File: config.mk
export PLATFORM = sky130hd
export DESIGN_NAME = disp_scan
export DESIGN_NICKNAME = d
export VERILOG_FILES = /design/src/rtl/disp_pkg.sv /design/src/rtl/disp_tick.sv /design/src/rtl/disp_scan.sv
export SDC_FILE = /design/constraint.sdc
export NUM_CORES = 1
export LEC_CHECK = 0
export CAP_MARGIN = 25
export CORE_ASPECT_RATIO = 0.75
export CORE_UTILIZATION = 35
export DETAILED_ROUTE_END_ITERATION = 10
export GPL_TIMING_DRIVEN = 1
export HOLD_SLACK_MARGIN = 0.08
export PLACE_DENSITY = 0.68
export SYNTH_ARGS = -nofsm -noshare
export SYNTH_HDL_FRONTEND = slang
export SYNTH_HIERARCHICAL = 1
export SYNTH_SLANG_ARGS = --single-unit
File: constraint.sdc
create_clock -name clk -period 2.5 [get_ports clk]
set_input_delay 0.625 -clock clk [delete_from_list [all_inputs] [get_ports clk]]
set_output_delay 0.625 -clock clk [all_outputs]
set_load 0.05 [all_outputs]
File: src/rtl/disp_pkg.sv
// disp_pkg: shared constants for the multiplexed hex display scanner (DISP_SCAN_LZB_EN enables leading-zero blanking)
package disp_pkg;
  localparam int NDIG_DEF = 4;
  localparam int DIV_DEF = 50000;
  localparam int NIB = 4;
`ifdef DISP_SCAN_LZB_EN
  localparam bit LZB_EN = 1'b1;
`else
  localparam bit LZB_EN = 1'b0;
`endif
endpackage

File: src/rtl/disp_tick.sv
// disp_tick: free-running prescaler, tick high during the last cycle of each DIV-cycle slot
module disp_tick #(
  parameter int DIV = disp_pkg::DIV_DEF
) (
  input  logic clk,
  input  logic rst,
  output logic tick
);
  localparam int W = $clog2(DIV);
  logic [W-1:0] cnt_q, cnt_d;
  // wrap the count at DIV-1 and flag that cycle as the tick
  always_comb begin
    tick = cnt_q == W'(DIV - 1);
    cnt_d = tick ? '0 : cnt_q + 1'b1;
  end
  // prescaler state
  always_ff @(posedge clk or posedge rst)
    if (rst) cnt_q <= '0;
    else cnt_q <= cnt_d;
endmodule

File: src/rtl/disp_scan.sv
// disp_scan: NDIG-digit hex display scanner with tear-free frame-synchronous updates (DISP_SCAN_LZB_EN enables leading-zero blanking)
module disp_scan
  import disp_pkg::*;
#(
  parameter int NDIG = NDIG_DEF,
  parameter int DIV = DIV_DEF
) (
  input  logic                  clk,
  input  logic                  rst,
  input  logic                  load,
  input  logic [NIB*NDIG-1:0]   value,
  output logic                  ready,
  output logic [NIB-1:0]        hex,
  output logic [NDIG-1:0]       an
);
  localparam int IW = $clog2(NDIG);
  logic tick, frame, accept, commit, blank;
  logic [IW-1:0] idx_q, idx_d;
  logic live_q, live_d, pend_q, pend_d;
  logic [NIB*NDIG-1:0] shadow_q, shadow_d, disp_q, disp_d, rest;
  logic [NIB-1:0] hex_q, hex_d;
  logic [NDIG-1:0] an_q, an_d;
  disp_tick #(.DIV(DIV)) u_tick (.clk(clk), .rst(rst), .tick(tick));
  // live_q holds idx at 0 on the first tick after reset so digit 0 lights first
  always_comb begin
    frame = tick & (idx_q == IW'(NDIG - 1));
    accept = load & ~pend_q;
    commit = frame & pend_q;
    idx_d = (tick & live_q) ? ((idx_q == IW'(NDIG - 1)) ? '0 : idx_q + 1'b1) : idx_q;
    live_d = live_q | tick;
    shadow_d = accept ? value : shadow_q;
    pend_d = accept | (pend_q & ~commit);
    disp_d = commit ? shadow_q : disp_q;
    rest = disp_d >> (NIB * idx_d);
    blank = LZB_EN && (idx_d != '0) && (rest == '0);
    hex_d = tick ? (blank ? '0 : rest[NIB-1:0]) : hex_q;
    an_d = tick ? (blank ? '1 : ~(NDIG'(1) << idx_d)) : an_q;
  end
  // scan, handshake and output registers
  always_ff @(posedge clk or posedge rst)
    if (rst) begin
      idx_q <= '0;
      live_q <= 1'b0;
      pend_q <= 1'b0;
      shadow_q <= '0;
      disp_q <= '0;
      hex_q <= '0;
      an_q <= '1;
    end else begin
      idx_q <= idx_d;
      live_q <= live_d;
      pend_q <= pend_d;
      shadow_q <= shadow_d;
      disp_q <= disp_d;
      hex_q <= hex_d;
      an_q <= an_d;
    end
  assign ready = ~pend_q;
  assign hex = hex_q;
  assign an = an_q;
endmodule

==> Word level (Yosys, flattened, before mapping) <==
Index checks and enable logic that the tools add are counted.
{ "classes": {"n_addsub": 2, "multipliers": 0, "div": 0, "order_cmp": 0, "eq_ne": 2, "shifts": 2, "n_mux": 4, "bitwise_logic": 10, "reduce_logical": 0} }
{ "op_table": {"columns": ["cell", "count"], "rows": [
  ["$mux W16", 2],
  ["$add A16 B1 Y16 const B", 1],
  ["$eq A16 B16 Y1 const B", 1],
  ["$shr A16 B4 Y4", 1],
  ["$and A1 B1 Y1", 5],
  ["$mux W2", 2],
  ["$not A4 Y4", 1],
  ["$shl A1 B2 Y4 const A", 1],
  ["$add A2 B1 Y2 const B", 1],
  ["$eq A2 B2 Y1 const B", 1],
  ["$not A1 Y1", 2],
  ["$or A1 B1 Y1", 2]
]} }
{ "word_totals": {"regBits": 60, "latchBits": 0, "ram_bits": 0, "mem_bits_ro": 0, "input_bits": 19, "output_inout_bits": 9, "wordCells": 28, "n_memories": 0} }

==> Logic depth before layout (Yosys ltp) <==
Gate-level depths: netlist (run 1).
{ "depth": {"word_depth": 6, "depth_mapped": 8, "depth_no_buf": 7} }

==> By module <==
Netlist (run 1), hierarchy kept.
{ "by_module_without_submodules": {"columns": ["mod", "instances", "cells_per_inst", "area_each_um2", "seq_area_each_um2"], "rows": [
  ["disp_scan", 1, 134, 1884.3, 1106.1],
  ["disp_tick", 1, 68, 757.0, 400.4]
]} }

==> Worst setup path after synthesis (run 1) <==
No wires, ideal clock.
{ "synth_timing": {"kind": "flip-flop to flip-flop", "from": "reg u_tick.cnt_q[4]", "to": "reg hex_q[1], in the netlist hex[1]", "setup_ps": 126, "arrival_time_ps": 2543, "required_ps": 2374, "slack_ps": -169, "path_stages_with_launch": 7, "n_path_buf": 0, "synth_period_minus_slack_ps": 2669, "cell_sequence": "dfrtp_1 -> or4b_4 -> nor4_4 -> nand3_4 -> mux2_4 -> and3b_1 -> o32a_1"} }
{ "synth_between": {"elab_chain_len": 5, "elab_cells_between_ends": 7, "cone_classes": "1 x eq/ne; 1 x shift; 2 x mux; 3 x bitwise"} }
{ "synth_lines": {"columns": ["element", "line_no", "rtl"], "rows": [
  ["start: declaration", "disp_tick.sv:10", "logic [W-1:0] cnt_q, cnt_d;"],
  ["start signal: assignment", "disp_tick.sv:19", "else cnt_q <= cnt_d;"],
  ["$eq A16 B16 Y1", "disp_tick.sv:13", "tick = cnt_q == W'(DIV - 1);"],
  ["via tick", "disp_scan.sv:17", "logic tick, frame, accept, commit, blank;"],
  ["$and A1 B1 Y1", "disp_scan.sv:26", "frame = tick & (idx_q == IW'(NDIG - 1));"],
  ["$and A1 B1 Y1", "disp_scan.sv:28", "commit = frame & pend_q;"],
  ["$mux W16", "disp_scan.sv:33", "disp_d = commit ? shadow_q : disp_q;"],
  ["via disp_d[5]", "disp_scan.sv:20", "logic [NIB*NDIG-1:0] shadow_q, shadow_d, disp_q, disp_d, rest;"],
  ["$shr A16 B4 Y4", "disp_scan.sv:34", "rest = disp_d >> (NIB * idx_d);"],
  ["end signal: assignment", "disp_scan.sv:47", "hex_q <= '0;"],
  ["end signal: assignment", "disp_scan.sv:55", "hex_q <= hex_d;"],
  ["end: declaration", "disp_scan.sv:21", "logic [NIB-1:0] hex_q, hex_d;"]
]} }
The timed path passes the listed nets, and every way through them passes these cells.
A chain may end at the register's enable or synchronous reset.

==> Final worst setup path (run 1) <==
{ "layout_timing": {"from": "reg u_tick.cnt_q[7]", "to": "reg hex_q[2], in the netlist hex[2]"} }
The elaborated chain is that of the path after synthesis.

==> impl_metrics.py, run 1 <==
metrics = {
    "power": {
        "p_leak_nw": 1.70,
        "powerDensity_nw_per_um2": 610,
        "power_frac_comb": 0.038,
        "internal_power_mw": 1.75,
        "pwr-share-seq": 0.470,
        "switching_power_mw": 0.436,
        "netSwitchingFraction": 0.200,
        "ir_drop_uv": 324,
        "clkPwrFrac": 0.492,
    },
    "grt": {
        "antenna_found_initial": 0,
        "grt_first_pass_wirelength_um": 8710,
        "grt_max_degree": 22,
        "globalRouteOverflowTotal": 0,
        "track_usage": 0.151,
        "grt_pass1_vias": 1729,
    },
    "timing": {
        "period_share": 0.993,
        "clock_skew_ps": 7.30,
        "rsz0062_at_grt": "true",
        "worst_pin_slew_ps": 626,
        "maxSlewViolCount": 0,
        "report.final.hold_viol_count": 0,
        "finalSetupViolCount": 0,
        "finalWorstSetupSlack_ps": 17.7,
        "min_period_ps": 2480,
        "max_slew_margin": 0.580,
        "setup_tns_ps": 0,
        "fmax_ghz": 0.403,
    },
    "placement": {
        "gp_congestion": 0.762,
        "pre_cts_ws_ps": -32.6,
        "place_area_um2": 3180,
        "dp.final_hpwl_um": 3740,
        "portBuffers": 27,
    },
    "cells_and_area": {
        "final_util": 0.488,
        "areaGrowthSynthToFinish_pct": 35.4,
        "drive_gt1_frac": 0.336,
        "final_common_cell": "dfrtp_1",
        "final_area_um2": 3580,
        "most-common-layout-cells": "dfrtp_1, clkdlybuf4s50_1, mux2_2",
        "nets": 284,
        "antenna_cells": 0,
    },
    "worst_setup_path": {
        "path_cells": "or4b_4 > nor4_4 > buf_6 > nand3_4 > mux2_4 > o21ba_4 > o32a_1",
        "slowest_delay_ps": 550,
        "critPathRequiredTime_ps": 2730,
        "crit_type": "flop to flop",
        "cp_slowest_cell": "or4b_4",
        "end_kind": "flop",
        "start_kind": "flop",
        "crit_fanout": 5,
        "critPathArrivalTime_ps": 2710,
    },
    "floorplan": {
        "rows": 27,
        "core-area_um2": 7330,
        "start_util": 0.360,
        "die_y_um": 77.2,
        "die_area_um2": 7900,
        "ios": 28,
        "die_w_um": 102,
    },
    "detailed_routing": {
        "postRouteWirelength_um": 5310,
        "wl_per_cell_um": 14.4,
        "route.vias.total": 1798,
        "drtPass1Iterations": 5,
        "routed_via_density": 4.87,
        "drt_iter0_drc": 113,
        "drc_errors": 0,
        "ant_nets": 0,
    },
    "synthesis": {
        "syn_avg_cell_area_um2": 13.1,
        "ys_seq_elements": 60,
        "synthDistinctLibCells": 50,
        "yosysSeqAreaShare": 0.570,
        "synth_fp_nets": 223,
        "netlist_instances": 202,
        "synth_area_um2": 2640,
        "synth_warnings": 6,
    },
    "clocking": {
        "clk_latency_ps": 340,
        "cts_hold_buf": 0,
        "cts_inserted_buffers": 9,
        "cts_tree": "built",
        "cts_root_buffer": "clkbuf_8",
        "clk_pin_slew_ps": 70,
        "htree_levels": 3,
        "cts.path.max_buffers": 2,
        "cts_sinks": 60,
    },
    "run_status": {
        "run_status": "finished, final reports clean",
    },
    "hold_path": {
        "hp-class": "flop to flop",
    },
    "flow_run": {
        "maxCapViolations": 0,
    },
}
[layout make-up]
class | count | area, um^2
clock buffer | 10 | 138
clock inverter | 6 | 111
fill | 652 | 3750
inverter | 13 | 48.8
multi-input combinational | 126 | 1140
sequential | 60 | 1510
tap | 101 | 126
timing repair buffer | 53 | 509
[sequential cells by signal, summed over array words and instances, names as in the netlist]
register / flops
shadow_q: 16
an: 4
hex: 4
pend_q: 1
u_tick/cnt_q: 16
live_q: 1
idx_q: 2
disp_q: 16
[power by group through the flow]
stage / Sequential (mW) / Clock [mW] / Combinational, mW
2_1_floorplan: 1.03 / 0 / 0.0442
3_3_place_gp: 1.04 / 0 / 0.0843
3_5_place_dp: 1.04 / 0 / 0.0856
4_1_cts: 1.02 / 1.10 / 0.0860
5_1_grt: 1.03 / 1.15 / 0.0942
6_report: 1.03 / 1.07 / 0.0832
[cells in the mapped netlist (all sizes together)]
master | instances | share of area
mux2i | 8 | 0.030
mux2 | 25 | 0.11
o22ai | 4 | 0.0095
o21ai | 2 | 0.0038
nand2b | 1 | 0.0024
o32a | 3 | 0.011
a21boi | 1 | 0.0043
inv | 13 | 0.018
or4bb | 2 | 0.0085
buf | 4 | 0.011
a21oi | 1 | 0.0019
o21ba | 3 | 0.011
nand4 | 6 | 0.014
a21bo | 1 | 0.0038
a31oi | 1 | 0.0024
a221oi | 2 | 0.0090
nor2b | 1 | 0.0024
xnor2 | 5 | 0.017
o22a | 2 | 0.0066
and2b | 1 | 0.0028
nand2 | 7 | 0.0099
nand3b | 1 | 0.0028
ha | 2 | 0.0095
a211oi | 1 | 0.0028
dfrtp | 56 | 0.53
or4b | 1 | 0.0052
and2 | 1 | 0.0024
or3b | 1 | 0.0033
nor4 | 4 | 0.015
and4 | 2 | 0.0066
o21a | 2 | 0.0057
xor2 | 7 | 0.023
or2 | 3 | 0.0081
nand3 | 4 | 0.012
or3 | 1 | 0.0024
and3b | 2 | 0.0066
and3 | 1 | 0.0024
a21o | 3 | 0.0085
nand4bb | 1 | 0.0043
dfstp | 4 | 0.040
o211ai | 1 | 0.0028
nor2 | 11 | 0.016
[cell families after synthesis]
logic type | synth area share
xor gates and xnor gates | 0.0398
DFF | 0.570
muxes | 0.140
buffers and inverters | 0.0294
and+or+nand+nor | 0.127
adders and majority gates | 0.00947
AOI/OAI and AO/OA | 0.0838
[per-layer routing]
layer | GRT usage | share of wire | routed length [um]
met5 | 0 | 0 | 0
met4 | 0.0771 | 0.019 | 101
met3 | 0.0492 | 0.035 | 185
met2 | 0.193 | 0.41 | 2190
met1 | 0.223 | 0.53 | 2830
[path summary, 6_finish.rpt]
check,start,cells after the start,slack [ps],to
max reg2reg,u_tick/cnt_q[7]$_DFF_PP0_,7,20,hex[2]$_DFFE_PP0P_
min in group asynchronous,rst,2,630,disp_q[3]$_DFF_PP0_
max in group asynchronous,rst,3,1330,an[0]$_DFFE_PP1P_
min reg2reg,disp_q[8]$_DFF_PP0_,1,480,disp_q[8]$_DFF_PP0_
min,disp_q[8]$_DFF_PP0_,1,480,disp_q[8]$_DFF_PP0_
max,u_tick/cnt_q[7]$_DFF_PP0_,7,20,hex[2]$_DFFE_PP0P_
[stage by stage]
stage | power [mW] | instances | hold slack (ps)
after global routing | 2.27 | 369 | 504
after detailed placement | 1.13 | 347 | 467
after floorplan | 1.08 | 202 | 450
after CTS | 2.22 | 365 | 483
after global placement | 1.13 | 347 | 463
final | 2.18 | 369 | 478
[what timing repair did]
item | 4_1_cts | 5_1_grt
pin swaps | 2 | 4
gates resized for setup | 3 | 15
setup buffers | 1 | 4
endpoints found under the setup margin | 4 | 4
gates cloned | 1 | 0
[critical path: cells and delay by family (launching register included)]
family	cells	cell delay [ps]
AO/OA/AOI/OAI	2	520
buffers and inverters	1	160
flip-flops	1	380
multiplexers	1	350
AND/OR/NAND/NOR	3	950
No activity file was read; power rests on OpenSTA's default activity.
==> inputs of run 2 (changes only) <==
- GPL_TIMING_DRIVEN: 1 -> default
- PLACE_DENSITY: 0.68 -> 0.66
- TNS_END_PERCENT: default -> 100
- clock period: 2.5 -> 2.4 ns (I/O delays scaled with it)
==> impl_metrics.py, run 2 (synthesis gave the netlist of run 1 again) <==
metrics = {
    "hold_path": {
        "hold_path.startpoint": "disp_q[8]$_DFF_PP0_",
        "hp-class": "flop to flop",
    },
    "worst_setup_path": {
        "critPathRequiredTime_ps": 2620,
        "rr_startpoint": "u_tick/cnt_q[7]$_DFF_PP0_",
        "critPathArrivalTime_ps": 2710,
        "crit_fanout": 5,
        "end_kind": "flop",
        "start_kind": "flop",
        "critPathLaunch": "u_tick/cnt_q[7]$_DFF_PP0_",
        "crit_type": "flop to flop",
    },
    "detailed_routing": {
        "postRouteWirelength_um": 5300,
        "drtPass1Iterations": 4,
        "route.vias.total": 1817,
        "wl_per_cell_um": 13.9,
        "routed_via_density": 4.77,
        "ant_nets": 0,
        "drt_iter0_drc": 52,
        "drc_errors": 0,
    },
    "floorplan": {
        "core-area_um2": 7330,
        "start_util": 0.360,
        "die_w_um": 102,
        "rows": 27,
        "ios": 28,
        "die_y_um": 77.2,
        "die_area_um2": 7900,
    },
    "timing": {
        "report.final.hold_viol_count": 0,
        "min_period_ps": 2490,
        "fmax_ghz": 0.402,
        "period_share": 1.04,
        "setup_tns_ps": -313,
        "max_slew_margin": 0.565,
        "maxSlewViolCount": 0,
        "clock_skew_ps": 7.46,
        "rsz0062_at_grt": "true",
        "finalWorstSetupSlack_ps": -86.6,
        "worst_pin_slew_ps": 652,
        "finalSetupViolCount": 4,
    },
    "cells_and_area": {
        "layoutNonFillerInstCount": 381,
        "antenna_cells": 0,
        "final_util": 0.504,
        "final_common_cell": "dfrtp_1",
        "drive_gt1_frac": 0.379,
        "most-common-layout-cells": "dfrtp_1, buf_4, clkdlybuf4s50_1",
        "reg_top3": "disp_q (16), shadow_q (16), u_tick/cnt_q (16)",
        "nets": 296,
        "areaGrowthSynthToFinish_pct": 40.0,
        "fillers": 653,
    },
    "grt": {
        "grt_first_pass_wirelength_um": 9110,
        "track_usage": 0.156,
        "globalRouteOverflowTotal": 0,
        "antenna_found_initial": 0,
        "grt_pass1_vias": 1822,
        "grt_max_degree": 45,
    },
    "run_status": {
        "violations": "negative setup slack",
        "run_status": "finished with violations",
    },
    "power": {
        "clkPwrFrac": 0.473,
        "pwr-share-seq": 0.489,
        "ir_drop_uv": 453,
        "internal_power_mw": 1.74,
        "power_frac_comb": 0.039,
        "powerDensity_nw_per_um2": 593,
        "netSwitchingFraction": 0.205,
        "p_leak_nw": 1.75,
        "finalPower_mw": 2.19,
        "switching_power_mw": 0.449,
    },
    "clocking": {
        "cts_root_buffer": "clkbuf_8",
        "cts.path.max_buffers": 2,
        "htree_levels": 3,
        "cts_inserted_buffers": 9,
        "cts_tree": "built",
        "cts_hold_buf": 0,
        "clk_pin_slew_ps": 70,
        "cts_sinks": 60,
        "clk_latency_ps": 340,
    },
    "placement": {
        "place_inst": 358,
        "pre_cts_ws_ps": -153,
        "dp.final_hpwl_um": 3610,
        "portBuffers": 27,
        "gp_congestion": 0.788,
    },
    "flow_run": {
        "maxCapViolations": 0,
    },
}
==> run 2: through the flow <==
stage | cell area [um^2] | hold WS, ps
global route | 3700 | 514
finish | 3700 | 497
floorplan | 2640 | 450
global placement | 3260 | 464
detailed placement | 3260 | 484
CTS | 3580 | 501
==> run 2: worst max-delay path: stages, from the launching register on <==
cell	delay, ps
dfrtp_1	380
or4b_4	550
nor4_4	290
buf_4	180
nand3_4	140
mux2_4	350
and3b_1	170
o32a_1	320
==> run 2: power by group through the flow <==
stage / combinational, mW / sequential, mW / clock, mW
after floorplan: 0.0461 / 1.08 / 0
after global placement: 0.0827 / 1.08 / 0
after CTS: 0.0860 / 1.07 / 1.06
after global routing: 0.0949 / 1.08 / 1.12
after detailed placement: 0.0851 / 1.08 / 0
final: 0.0846 / 1.07 / 1.04
==> run 2: final cells by class <==
| type | instances | area, um^2 | share of cell area |
|---|---|---|---|
| clock inverters | 5 | 83.8 | 0.0227 |
| clock buffers | 11 | 151 | 0.0409 |
| repair buffers | 65 | 583 | 0.158 |
| well taps | 101 | 126 | 0.0342 |
| multi-input cells | 126 | 1200 | 0.324 |
| flip-flops and latches | 60 | 1510 | 0.407 |
| inverters | 13 | 48.8 | 0.0132 |
==> run 2: final timing paths <==
path	endpoint	slack, ps	cells past startpoint
max	hex[2]$_DFFE_PP0P_	-90	7
min	disp_q[8]$_DFF_PP0_	500	1
max reg2reg	hex[2]$_DFFE_PP0P_	-90	7
min reg2reg	disp_q[8]$_DFF_PP0_	500	1
max in group asynchronous	an[3]$_DFFE_PP1P_	1280	3
min in group asynchronous	u_tick/cnt_q[2]$_DFF_PP0_	700	2
==> run 2: what timing repair did <==
action / in CTS / in global routing
gates resized for setup: 10 / 16
gates cloned: 2 / 0
pin swaps: 8 / 4
endpoints found under the setup margin: 6 / 8
setup buffers: 3 / 2
==> run 2: per-layer routing <==
metal	vias to the layer above	global-route usage	wire length [um]
met5	-	0	0
met4	0	0.0600	80
met3	7	0.0474	249
met2	41	0.217	2250
met1	883	0.224	2720
li1	886	-	-
==> edit: new RTL, config.mk and constraints of run 2 <==
`NDIG_DEF`: 4 -> 2.
--- a/src/rtl/disp_pkg.sv
+++ b/src/rtl/disp_pkg.sv
@@ -1,5 +1,5 @@
 // disp_pkg: shared constants for the multiplexed hex display scanner (DISP_SCAN_LZB_EN enables leading-zero blanking)
 package disp_pkg;
-  localparam int NDIG_DEF = 4;
+  localparam int NDIG_DEF = 2;
   localparam int DIV_DEF = 50000;
   localparam int NIB = 4;
Ports: changed (resized an and value); port bits go from 28 to 18. No check against the original RTL was run, so the function may have changed too.
==> edit against run 2 <==
- the flow finishes with violations (DRC)
- sequential cell count is 19 lower
- power is 41% lower
- worst setup slack better by 0.14 ns
- fmax is 6.1% higher
- routed wire length is 36% lower
- utilization is 4.3 points lower
- hold slack better by 0.0039 ns
- design area is 39% lower
- area after synthesis is 33% lower
- highest routed layer unchanged
==> edit: results (changes against run 2) <==
Clock tree
  – Worst skew pair latency: 0.29 ns (-0.05 ns)
  – TritonCTS Buffers: 5 (-4)
  – H-tree depth: 2 (-1)
  – Clk buf depth: 2 (unchanged)

Synth
  – Seq/Total Area, Yosys: 58.1% (+1.0 points)
  – Top cells by count, synth: dfrtp_1 (39), mux2_2 (12), nor2_1 (11)
  – Main flop type after synthesis: dfrtp_1
  – Top cells by area, synth: dfrtp_1 (55%), mux2_2 (7.6%), xor2_1 (3.5%), mux2_4 (3.4%), dfstp_2 (3.0%)
  – Synthesized Nets: 147 (-34%)
  – Unique masters post-synth: 34 (-32%)

Routing
  – Vias per inst: 5.14 (+7.7%)
  – Drt wl/cell: 14.5 um (+4.3%)
  – Routed wl met3: 132 um (-47%)
  – M1 WL: 1610 um (-41%)
  – DR WL met2: 1620 um (-28%)
  – DR DRC count: 2 (+2)
  – TritonRoute pass-1 iters: 7 (+3)
  – Initial drt markers: 81 (+56%)

Cells and area
  – Top flop regs: u_tick/cnt_q (16), disp_q (8), shadow_q (8)
  – Nets: 185 (-38%)
  – Fraction of layout instances using a drive strength above 1: 31.0% (-6.8 points)

Min path
  – Hold WC Path Type: register to register

Place
  – Setup WS pre-CTS: 0.0100 ns (+0.163 ns)
  – Placed instance area: 2090 um^2 (-36%)
  – HPWL Detailed: 2410 um (-33%)
  – PortBufs: 17 (-37%)
  – GP Congestion: 0.914 (+16%)

Outcome
  – Violated checks: DRC
  – Run status: complete, but fails checks

Setup path
  – Worst EP arrival: 2.51 ns (-0.20 ns)

STA
  – Layout Skew: 0.00851 ns (+0.00104 ns)
  – Worst slew pin tran: 0.600 ns (-0.0521 ns)
  – Fmax: 427 MHz (+6.1%)

Global routing
  – Met3 usage: 3.28% (-1.5 points)
  – GR Util All Layers: 13.6% (-1.9 points)
  – Largest net degree at the start of global routing: 26 (-42%)
  – Met1 usage: 18.9% (-3.4 points)
  – Vias in the first global route: 1212 (-33%)
  – First-pass GRT wire length: 5780 um (-37%)
  – M2 GR Usage: 21.1% (-0.57 points)

Power and ir drop
  – IR drop worst, VDD: 328 uV (-28%)
  – Pleak: 0.00106 uW (-39%)
edit: cell types whose count changed in the layout (fill, tap and decap cells not counted), moves of 4 or more:
cell | before | now
buf_4 | 33 | 15
dfrtp_1 | 56 | 39
clkdlybuf4s50_1 | 26 | 17
mux2_2 | 21 | 12
inv_1 | 11 | 4
clkbuf_8 | 11 | 5
mux2i_4 | 6 | 0
a221o_1 | 0 | 4
and2b_2 | 0 | 4
edit: cells by family (layout without fill, tap and decap cells):
| logic type | Yosys count | in the layout | synth area share (%) |
|---|---|---|---|
| AND/OR/NAND/NOR | 47 | 48 | 17.3 |
| adder cells (fa/ha/maj) | 1 | 1 | 0.706 |
| flip-flops | 41 | 41 | 58.1 |
| buffers and inverters | 7 | 45 | 1.91 |
| multiplexers | 17 | 17 | 11.6 |
| AO/OA/AOI/OAI | 10 | 10 | 4.52 |
| XOR/XNOR | 12 | 12 | 5.93 |
edit: layout make-up:
class	count	area [um^2]
Clock buffer	6	72.6
Clock inverter	2	35.0
Fill cell	407	2630
Inverter	4	15.0
Multi-Input combinational cell	88	727
Sequential cell	41	1030
Tap cell	60	75.1
Timing Repair Buffer	33	294
edit: worst paths after layout:
path | start | end | slack (ns) | depth (start not counted)
setup / recovery | u_tick/cnt_q[7]$_DFF_PP0_ | hex[1]$_DFFE_PP0P_ | 0.06 | 6
hold reg to reg | live_q$_DFF_PP0_ | live_q$_DFF_PP0_ | 0.50 | 1
min in group asynchronous | rst | disp_q[1]$_DFF_PP0_ | 0.68 | 3
setup reg to reg | u_tick/cnt_q[7]$_DFF_PP0_ | hex[1]$_DFFE_PP0P_ | 0.06 | 6
max in group asynchronous | rst | u_tick/cnt_q[5]$_DFF_PP0_ | 1.30 | 2
hold / removal | live_q$_DFF_PP0_ | live_q$_DFF_PP0_ | 0.50 | 1
edit: stage by stage:
| step | total power (uW) | util (%) | std cells | TNS, ns | hold WS [ns] |
|---|---|---|---|---|---|
| after floorplan | 753 | - | 135 | -0.374 | 0.461 |
| after global placement | 776 | 42.9 | 220 | 0 | 0.483 |
| after detailed placement | 779 | 42.9 | 220 | 0 | 0.482 |
| after CTS | 1320 | 45.1 | 228 | 0 | 0.505 |
| after global routing | 1360 | 46.1 | 234 | -0.0657 | 0.522 |
| final | 1300 | 46.1 | 234 | 0 | 0.501 |
edit: where the power goes:
group / internal (uW) / leakage, uW / total (uW) / switching [uW]
Sequential: 708 / 0.000530 / 716 / 7.78
Combinational: 28.4 / 0.000479 / 47.4 / 19.0
Clock: 309 / 0.0000552 / 539 / 230
Total: 1040 / 0.00106 / 1300 / 257
edit: timing repair:
item,in CTS,in global routing
pin swaps,0,2
buffers inserted,0,5
gates cloned,0,1
endpoints found under the setup margin,1,4
endpoints found under the hold margin,0,0
gates resized for setup,1,0
